`src/rtl/key_event_if.sv`:
```
// key_event_if
//   Groups the per-key signals between the input synchronizer side and the
//   player-control side.
//   key_in      : synchronized key level, 1 = pressed
//   press_pulse : single-cycle move event
//   held        : debounced key-held level
//   master modport: drives key_in, observes the events (stimulus/upstream).
//   slave modport : consumes key_in, produces the events (key_event_gen).
interface key_event_if;
    logic key_in;
    logic press_pulse;
    logic held;

    modport master (
        output key_in,
        input  press_pulse,
        input  held
    );

    modport slave (
        input  key_in,
        output press_pulse,
        output held
    );
endinterface

```
`src/rtl/key_event_gen.sv`:
```
// key_event_gen
//   Debounces one synchronized, active-high key level and turns it into
//   single-cycle move events. With KEY_AUTOREPEAT_EN defined, a held key
//   also produces auto-repeat events (first after REPEAT_DELAY edges, then
//   every REPEAT_RATE edges). Without it, a single HELD state waits for the
//   release and exactly one event is produced per debounced press.
//
//   Ports:
//     CLK : system clock, all logic on posedge
//     RST : asynchronous, active-high reset
//     kif : key_event_if.slave (key_in in; press_pulse, held out, registered)
//
//   Optional feature macro: KEY_AUTOREPEAT_EN
//
//   state        | meaning
//   -------------+-----------------------------------------------------
//   IDLE         | key released and debounced
//   DEB_PRESS    | counting consecutive high samples
//   HELD_DELAY   | pressed, waiting for the first repeat (autorepeat)
//   HELD_REPEAT  | pressed, emitting periodic repeats (autorepeat)
//   HELD         | pressed, waiting for release (no autorepeat)
//   DEB_RELEASE  | counting consecutive low samples; held still 1
module key_event_gen #(
    parameter int DEBOUNCE_CYCLES = 4,
    parameter int REPEAT_DELAY    = 10,
    parameter int REPEAT_RATE     = 3,
    parameter int CNT_W           = 8
) (
    input  logic        CLK,
    input  logic        RST,
    key_event_if.slave  kif
);

`ifdef KEY_AUTOREPEAT_EN
    typedef enum logic [2:0] {
        ST_IDLE        = 3'd0,
        ST_DEB_PRESS   = 3'd1,
        ST_HELD_DELAY  = 3'd2,
        ST_HELD_REPEAT = 3'd3,
        ST_DEB_RELEASE = 3'd4
    } state_t;
    localparam state_t ST_HOLD_ENTRY = ST_HELD_DELAY;
`else
    typedef enum logic [2:0] {
        ST_IDLE        = 3'd0,
        ST_DEB_PRESS   = 3'd1,
        ST_HELD        = 3'd2,
        ST_DEB_RELEASE = 3'd4
    } state_t;
    localparam state_t ST_HOLD_ENTRY = ST_HELD;
`endif

    // The counter only ever needs to reach the largest terminal value, so it
    // saturates there instead of wrapping.
    localparam int MAX_AB   = (DEBOUNCE_CYCLES > REPEAT_DELAY) ? DEBOUNCE_CYCLES : REPEAT_DELAY;
    localparam int MAX_ALL  = (MAX_AB > REPEAT_RATE) ? MAX_AB : REPEAT_RATE;
    localparam logic [CNT_W-1:0] CNT_CEIL = CNT_W'(MAX_ALL - 1);

    // Terminal counts: the count is compared before the current sample is
    // added, hence the -1.
    localparam logic [CNT_W-1:0] DEB_LAST = CNT_W'(DEBOUNCE_CYCLES - 1);
`ifdef KEY_AUTOREPEAT_EN
    localparam logic [CNT_W-1:0] RD_LAST  = CNT_W'(REPEAT_DELAY - 1);
    localparam logic [CNT_W-1:0] RR_LAST  = CNT_W'(REPEAT_RATE - 1);
`endif
    localparam bit DEB_ONE = (DEBOUNCE_CYCLES == 1);

    state_t           state_q, state_d;
    logic [CNT_W-1:0] cnt_q, cnt_d;
    logic             press_pulse_q, press_pulse_d;
    logic             held_q, held_d;

    logic [CNT_W-1:0] cnt_inc;
    state_t           rel_state;
    logic [CNT_W-1:0] rel_cnt;

    always_comb begin
        cnt_inc = (cnt_q >= CNT_CEIL) ? cnt_q : cnt_q + 1'b1;

        // First low sample while held: it is release sample 1, which already
        // completes the release debounce when only one sample is required.
        if (DEB_ONE) begin
            rel_state = ST_IDLE;
            rel_cnt   = '0;
        end else begin
            rel_state = ST_DEB_RELEASE;
            rel_cnt   = CNT_W'(1);
        end
    end

    always_comb begin
        state_d       = state_q;
        cnt_d         = cnt_q;
        press_pulse_d = 1'b0;

        case (state_q)
            ST_IDLE: begin
                if (kif.key_in) begin
                    if (DEB_ONE) begin
                        state_d       = ST_HOLD_ENTRY;
                        cnt_d         = '0;
                        press_pulse_d = 1'b1;
                    end else begin
                        state_d = ST_DEB_PRESS;
                        cnt_d   = CNT_W'(1);
                    end
                end
            end

            ST_DEB_PRESS: begin
                if (!kif.key_in) begin
                    state_d = ST_IDLE;
                    cnt_d   = '0;
                end else if (cnt_q >= DEB_LAST) begin
                    state_d       = ST_HOLD_ENTRY;
                    cnt_d         = '0;
                    press_pulse_d = 1'b1;
                end else begin
                    cnt_d = cnt_inc;
                end
            end

`ifdef KEY_AUTOREPEAT_EN
            // A low sample is checked first so a release on the expiry edge
            // suppresses the repeat.
            ST_HELD_DELAY: begin
                if (!kif.key_in) begin
                    state_d = rel_state;
                    cnt_d   = rel_cnt;
                end else if (cnt_q >= RD_LAST) begin
                    state_d       = ST_HELD_REPEAT;
                    cnt_d         = '0;
                    press_pulse_d = 1'b1;
                end else begin
                    cnt_d = cnt_inc;
                end
            end

            ST_HELD_REPEAT: begin
                if (!kif.key_in) begin
                    state_d = rel_state;
                    cnt_d   = rel_cnt;
                end else if (cnt_q >= RR_LAST) begin
                    cnt_d         = '0;
                    press_pulse_d = 1'b1;
                end else begin
                    cnt_d = cnt_inc;
                end
            end
`else
            ST_HELD: begin
                if (!kif.key_in) begin
                    state_d = rel_state;
                    cnt_d   = rel_cnt;
                end
            end
`endif

            ST_DEB_RELEASE: begin
                if (kif.key_in) begin
                    cnt_d = '0;
                end else if (cnt_q >= DEB_LAST) begin
                    state_d = ST_IDLE;
                    cnt_d   = '0;
                end else begin
                    cnt_d = cnt_inc;
                end
            end

            default: begin
                state_d = ST_IDLE;
                cnt_d   = '0;
            end
        endcase

        // Every reachable next state is legal, so held is "not idle and not
        // still debouncing the press".
        held_d = (state_d != ST_IDLE) && (state_d != ST_DEB_PRESS);
    end

    always_ff @(posedge CLK or posedge RST) begin
        if (RST) begin
            state_q       <= ST_IDLE;
            cnt_q         <= '0;
            press_pulse_q <= 1'b0;
            held_q        <= 1'b0;
        end else begin
            state_q       <= state_d;
            cnt_q         <= cnt_d;
            press_pulse_q <= press_pulse_d;
            held_q        <= held_d;
        end
    end

    assign kif.press_pulse = press_pulse_q;
    assign kif.held        = held_q;

endmodule

```
`src/flat_wrapper.sv`:
```
// flat-port wrapper written by rule: the top's interface ports become plain ports
module key_event_gen_flat 
#(
    parameter int DEBOUNCE_CYCLES = 4,
    parameter int REPEAT_DELAY    = 10,
    parameter int REPEAT_RATE     = 3,
    parameter int CNT_W           = 8
)
  (CLK, RST, kif_key_in, kif_press_pulse, kif_held);
  key_event_if kif_i ();
  input  logic CLK;
  input  logic RST;
  input wire logic [$bits(kif_i.key_in)-1:0] kif_key_in;
  output wire logic [$bits(kif_i.press_pulse)-1:0] kif_press_pulse;
  output wire logic [$bits(kif_i.held)-1:0] kif_held;
  assign kif_i.key_in = kif_key_in;
  assign kif_press_pulse = kif_i.press_pulse;
  assign kif_held = kif_i.held;
  key_event_gen #(.DEBOUNCE_CYCLES(DEBOUNCE_CYCLES), .REPEAT_DELAY(REPEAT_DELAY), .REPEAT_RATE(REPEAT_RATE), .CNT_W(CNT_W)) u_core (.CLK(CLK), .RST(RST), .kif(kif_i));
endmodule
```
`config.mk`:
```
export PLATFORM = sky130hd
export DESIGN_NAME = key_event_gen_flat
export DESIGN_NICKNAME = d
export VERILOG_FILES = /design/src/rtl/key_event_if.sv /design/src/rtl/key_event_gen.sv /design/src/flat_wrapper.sv
export SDC_FILE = /design/constraint.sdc
export NUM_CORES = 1
export LEC_CHECK = 0
export CELL_PAD_IN_SITES_DETAIL_PLACEMENT = 2
export CELL_PAD_IN_SITES_GLOBAL_PLACEMENT = 2
export CORE_MARGIN = 1.5
export CORE_UTILIZATION = 32
export DETAILED_ROUTE_END_ITERATION = 12
export GPL_TIMING_DRIVEN = 0
export HOLD_SLACK_MARGIN = 0.05
export PLACE_DENSITY_LB_ADDON = 0.1
export SYNTH_ARGS = -nofsm -noshare
export SYNTH_HDL_FRONTEND = slang
export SYNTH_SLANG_ARGS = --single-unit
```
`constraint.sdc`:
```
create_clock -name CLK -period 2 [get_ports CLK]
set_clock_uncertainty 0.15 [all_clocks]
set_input_delay 0.4 -clock CLK [delete_from_list [all_inputs] [get_ports CLK]]
set_output_delay 0.4 -clock CLK [all_outputs]
set_load 0.02 [all_outputs]
```
# After elaboration in Yosys (flattened, before gate mapping)
# Index checks and enable logic that the tools add are counted.
# W data, S select, Z words.
# classes
addsub	1
n_mul	0
n_div	0
n_lt_le_gt_ge	2
eq_ne	6
shifts	0
n_mux	17
n_bitwise	0
n_reduce_logical	4
# op_table
cell	count
$mux W8	6
$pmux W8 S4	1
$mux W3	6
$pmux W3 S4	1
$add A8 B1 Y8 const B	1
$ge A8 B2 Y1 const B	1
$ge A8 B4 Y1 const B	1
$ne A2 B2 Y1 const B	2
$eq A3 B1 Y1 const B	1
$eq A3 B2 Y1 const B	1
$eq A3 B3 Y1 const B	1
$logic_not A3 Y1	1
$mux W1	3
$ne A3 B1 Y1 const B	1
$reduce_bool A3 Y1	1
$reduce_and A2 Y1	1
$logic_and A1 B1 Y1	1
# word_totals
register_bits	13
latchBits	0
ramBits	0
romBits	0
output_inout_bits	2
n_memories	0

# Longest topological paths before layout
# logic_depth
depth_word	6
depth_mapped	6

# Least setup slack after synthesis
# OpenSTA, ideal clock, no wires.
# synth_timing
path_type	reg-to-reg
startpoint	register u_core.cnt_q[0]
endpoint	register u_core.cnt_q[1]
setup_time_ns	0.119
arrival_ns	1.802
required_ns	1.731
slack_ns	-0.071
path_stages_with_launch	7
n_path_buf	0
synth_period_minus_slack_ns	2.071
path_cell_list	dfrtp_1 -> inv_1 -> ha_1 -> or3b_2 -> a221oi_1 -> mux2_1 -> and2_1
# synth_between
elab_chain_cells	5
# synth_rtl
item	line_no	rtl
from (decl)	key_event_gen.sv:69	logic [CNT_W-1:0] cnt_q, cnt_d;
from (signal assigned)	key_event_gen.sv:189	cnt_q <= cnt_d;
$add A8 B1 Y8 or $ge A8 B4 Y1 (tied branches)	key_event_gen.sv:78	cnt_inc = (cnt_q >= CNT_CEIL) ? cnt_q : cnt_q + 1'b1;
$mux W8	key_event_gen.sv:78	
$mux W8 (*)	key_event_gen.sv:114, key_event_gen.sv:162	
$mux W8, on equally long branches	key_event_gen.sv:160, key_event_gen.sv:111	
$pmux W8 S4 (*)	key_event_gen.sv:96	case (state_q)
# Every way passes the cells marked *; elsewhere a longest branch is shown, timed or not.
# A chain may end at the register's enable or synchronous reset.

# Worst setup path in the final report
# layout_timing
startpoint	register u_core.cnt_q[4]
endpoint	register u_core.cnt_q[2]
# layout_between
elab_chain_cells	5
# layout_rtl
item	line_no
$ge A8 B4 Y1	key_event_gen.sv:78
$mux W8	key_event_gen.sv:78
$mux W8 (*)	key_event_gen.sv:114, key_event_gen.sv:162
$mux W8, on equally long branches	key_event_gen.sv:160, key_event_gen.sv:111
$pmux W8 S4 (*)	key_event_gen.sv:96
# Marks and branches as above.

==> impl_metrics.toml <==
[synth]
synth_area_leaders = "dfrtp_1 (48%), ha_1 (5.6%), and2_1 (4.6%), nand2b_1 (3.7%), or4_4 (3.3%)"
synth_common_cells = "dfrtp_1 (13), and2_1 (5), inv_1 (4), nand2b_1 (4), o21ai_0 (4)"
yosysMostFrequentCell = "dfrtp_1"
netlist_area_sq_um = 675.6
async_flop_share = 1.000
synth_adder_area_share = 0.05556
synth_simple_gate_area_share = 0.2407
synth_compound_area_frac = 0.1537
synth_top_family_by_area = "simple AND/OR/NAND/NOR gates"
synth_area_per_cell_sq_um = 10.56
synth_largest_type_area_fraction = 0.4815
synth-edff-count = 0
ys_seq_elements = 13
commonest_register_cell_after_synthesis = "dfrtp_1"
yosysUniqueCellTypes = 28
xor_xnor_cell_area_share_of_the_yosys_netlist = 0.01296
synth_warnings = 0
postSynthCellCount = 64
postSynthNetCount = 70
seq_area_frac_synth = 0.4815
post-synth-top-area-cell = "dfrtp_1"
synthMuxAreaShare = 0.01667

[setup_path]
worstSetupStartpointType = "flip-flop"
critical_path_arrival_ns = 2.09
critPathMostFrequentCell = "or4_4"
timing.critical_path.slowest_cell_delay_ns = 0.58
reg2reg_slack_ns = -0.02
cp_top_family = "simple AND/OR/NAND/NOR gates"
rr_startpoint = "u_core.cnt_q[4]"
worst-endpoint-required_ns = 2.07
worstSetupPathType = "flip-flop to flip-flop"
crit_path_end_kind = "flip-flop"
r2r.worst_path.cells = 4
crit_chain = "or4_4, or4_4, o21ai_4, a21boi_2"
timing.rr.end = "u_core.cnt_q[2]"
worst_path_max_delay_cell = "or4_4"
timing.critical_path.fanout_max = 6
combined_buffer_and_inverter_count_along_the_critical_path = 0

[final_layout]
layout.cells.non_filler = 98
multi_input_area_sq_um = 362.8
fillCellCount = 211
count_of_inserted_antenna_diode_cells = 0
drive_gt1_frac = 0.2254
layout-area-overhead-vs-synth_pct = 19.63
num-nets-final = 78
total_area_of_sequential_cells_sq_um = 325.3

[placement]
dpl_ws_ns = -0.06323
dp_cells = 94
dpl.hpwl_microns = 991.9
io_buffers = 3
gp_congestion = 0.6764

[floorplan]
io_pins = 5
floorplan.core_area_sq_um = 1982
row_count = 16
initial_utilization = 0.3409
die_boundary_width_microns = 48.95
die_footprint_sq_um = 2396
dieHeight_microns = 48.95

[drt]
routed_wirelength_mm = 1.441
via_per_inst = 4.918
drt-pass1-iter-count = 2
ant_nets = 0
routed_vias = 482
drt-wirelength-per-cell_microns = 14.70
post-route-drc-count = 0
detail_route.iter0.violations = 3

[status]
failing_checks = "negative setup slack"
outcome = "finished with violations"

[grt]
grtUsageTotal = 0.1430
global_route_wire_length_before_repair_mm = 2.622
grt_overflow_total = 0
vias_in_the_first_global_route = 549
antenna_found_initial = 0
grt_start_max_net_pins = 14

[sta]
max_slew_margin = 0.6581
fin_ws_ns = -0.02069
timing.fmax_mhz = 494.9
final_max_slew_viol_count = 0
worst_hold_slack_across_all_endpoints_ns = 0.2962
finalCritPeriodShare = 1.010
setup_viol = 2
tightest_slew_ns = 0.5123
grt_setup_unrepaired = "yes"
final_hold_viol_count = 0
finalCriticalPeriod_ns = 2.021

[cts]
clockBufferDepth = 2
postCtsHoldBufs = 0
tritoncts_clock_tree = "yes"
clock-sinks = 13
clock_latency_ns = 0.28
htree_levels = 1
cts-root-buf = "clkbuf_4"
cts_inserted_buffers = 3
clkSlewWorstSetupHoldPaths_ns = 0.09

[job]
max-cap-violations = 0

[power_and_ir_drop]
max-vdd-ir-drop_mv = 0.5966
p_leak_nw = 0.3516
powerDensity_nw_per_um2 = 1288

[min_path]
type_of_the_worst_min_delay_path = "input pin to async pin"
worst max path at each step:
stage	cells after the start	slack [ns]	startpoint	end
global placement	6	-0.05	u_core.cnt_q[0]	u_core.cnt_q[1]
global route	4	-0.1	u_core.cnt_q[4]	u_core.cnt_q[2]
finish	4	-0.02	u_core.cnt_q[4]	u_core.cnt_q[2]
floorplan	6	0.05	u_core.cnt_q[0]	u_core.cnt_q[1]
detailed placement	6	-0.06	u_core.cnt_q[0]	u_core.cnt_q[1]
CTS	4	-0.03	u_core.cnt_q[4]	u_core.cnt_q[2]
cells in the final DEF, fill, tap and decap left out, types with 2 or more instances in the layout:
| cell type | instances |
|---|---|
| o21ai_0 | 4 |
| or4_4 | 2 |
| clkbuf_1 | 3 |
| ha_1 | 3 |
| nor2b_1 | 3 |
| inv_1 | 3 |
| nor2_1 | 3 |
| and2_1 | 4 |
| a21oi_1 | 2 |
| nand2b_1 | 4 |
| clkdlybuf4s50_1 | 3 |
| nand2_1 | 2 |
| dfrtp_1 | 13 |
| clkbuf_4 | 3 |
worst reg2reg max path, delay by kind of cell (launching register included):
family | cells | cell delay [ns]
and+or+nand+nor | 2 | 1.06
AOI/OAI and AO/OA | 2 | 0.37
DFF | 1 | 0.39
power by group:
part / internal [mW] / leakage [nW] / total (mW) / switching [mW]
clock network: 0.0774 / 0.0150 / 0.173 / 0.0958
logic: 0.251 / 0.162 / 0.495 / 0.244
registers: 0.317 / 0.175 / 0.373 / 0.0551
total: 0.645 / 0.352 / 1.04 / 0.395
sequential cells by signal (all words and copies together) (netlist names):
signal / cells
u_core.kif.held: 1
u_core.cnt_q: 8
u_core.kif.press_pulse: 1
u_core.state_q: 3
through the flow:
stage,cell area (sq um),setup TNS (ns),utilization,total power [mW]
2_1_floorplan,684.4,0,-,0.6876
3_3_place_gp,748.2,-0.1203,0.3775,0.7886
3_5_place_dp,748.2,-0.1274,0.3775,0.7983
4_1_cts,800.8,-0.05500,0.4040,1.032
5_1_grt,808.3,-0.4170,0.4078,1.135
6_report,808.3,-0.02462,0.4078,1.041
layer usage:
metal / up-vias / part of all wire / global-route usage
li1: 236 / - / -
met1: 239 / 0.45 / 0.1866
met2: 5 / 0.52 / 0.2397
met3: 2 / 0.019 / 0.01840
met4: 0 / 0.0056 / 0.05714
met5: - / 0 / 0
cells by family after synthesis:
kind of cell,after synthesis
AO/OA/AOI/OAI,15
adder cells (fa/ha/maj),3
multiplexers,1
AND/OR/NAND/NOR,24
buffers and inverters,7
XOR/XNOR,1
flip-flops,13
area by class of cell:
cell class                      count  area share
Inverter                            4     0.01858
Buffer                              2    0.009288
Clock buffer                        4     0.03251
Tap cell                           27     0.04180
Timing Repair Buffer                4     0.04644
Sequential cell                    13      0.4025
Multi-Input combinational cell     44      0.4489
timing repair:
| action | 4_1_cts | 5_1_grt |
|---|---|---|
| pin swaps | 3 | 1 |
| gates resized for setup | 3 | 3 |
| endpoints found under the setup margin | 6 | 7 |
| setup buffers | 1 | 0 |
Note: power is estimated with default switching activity, not from simulation.
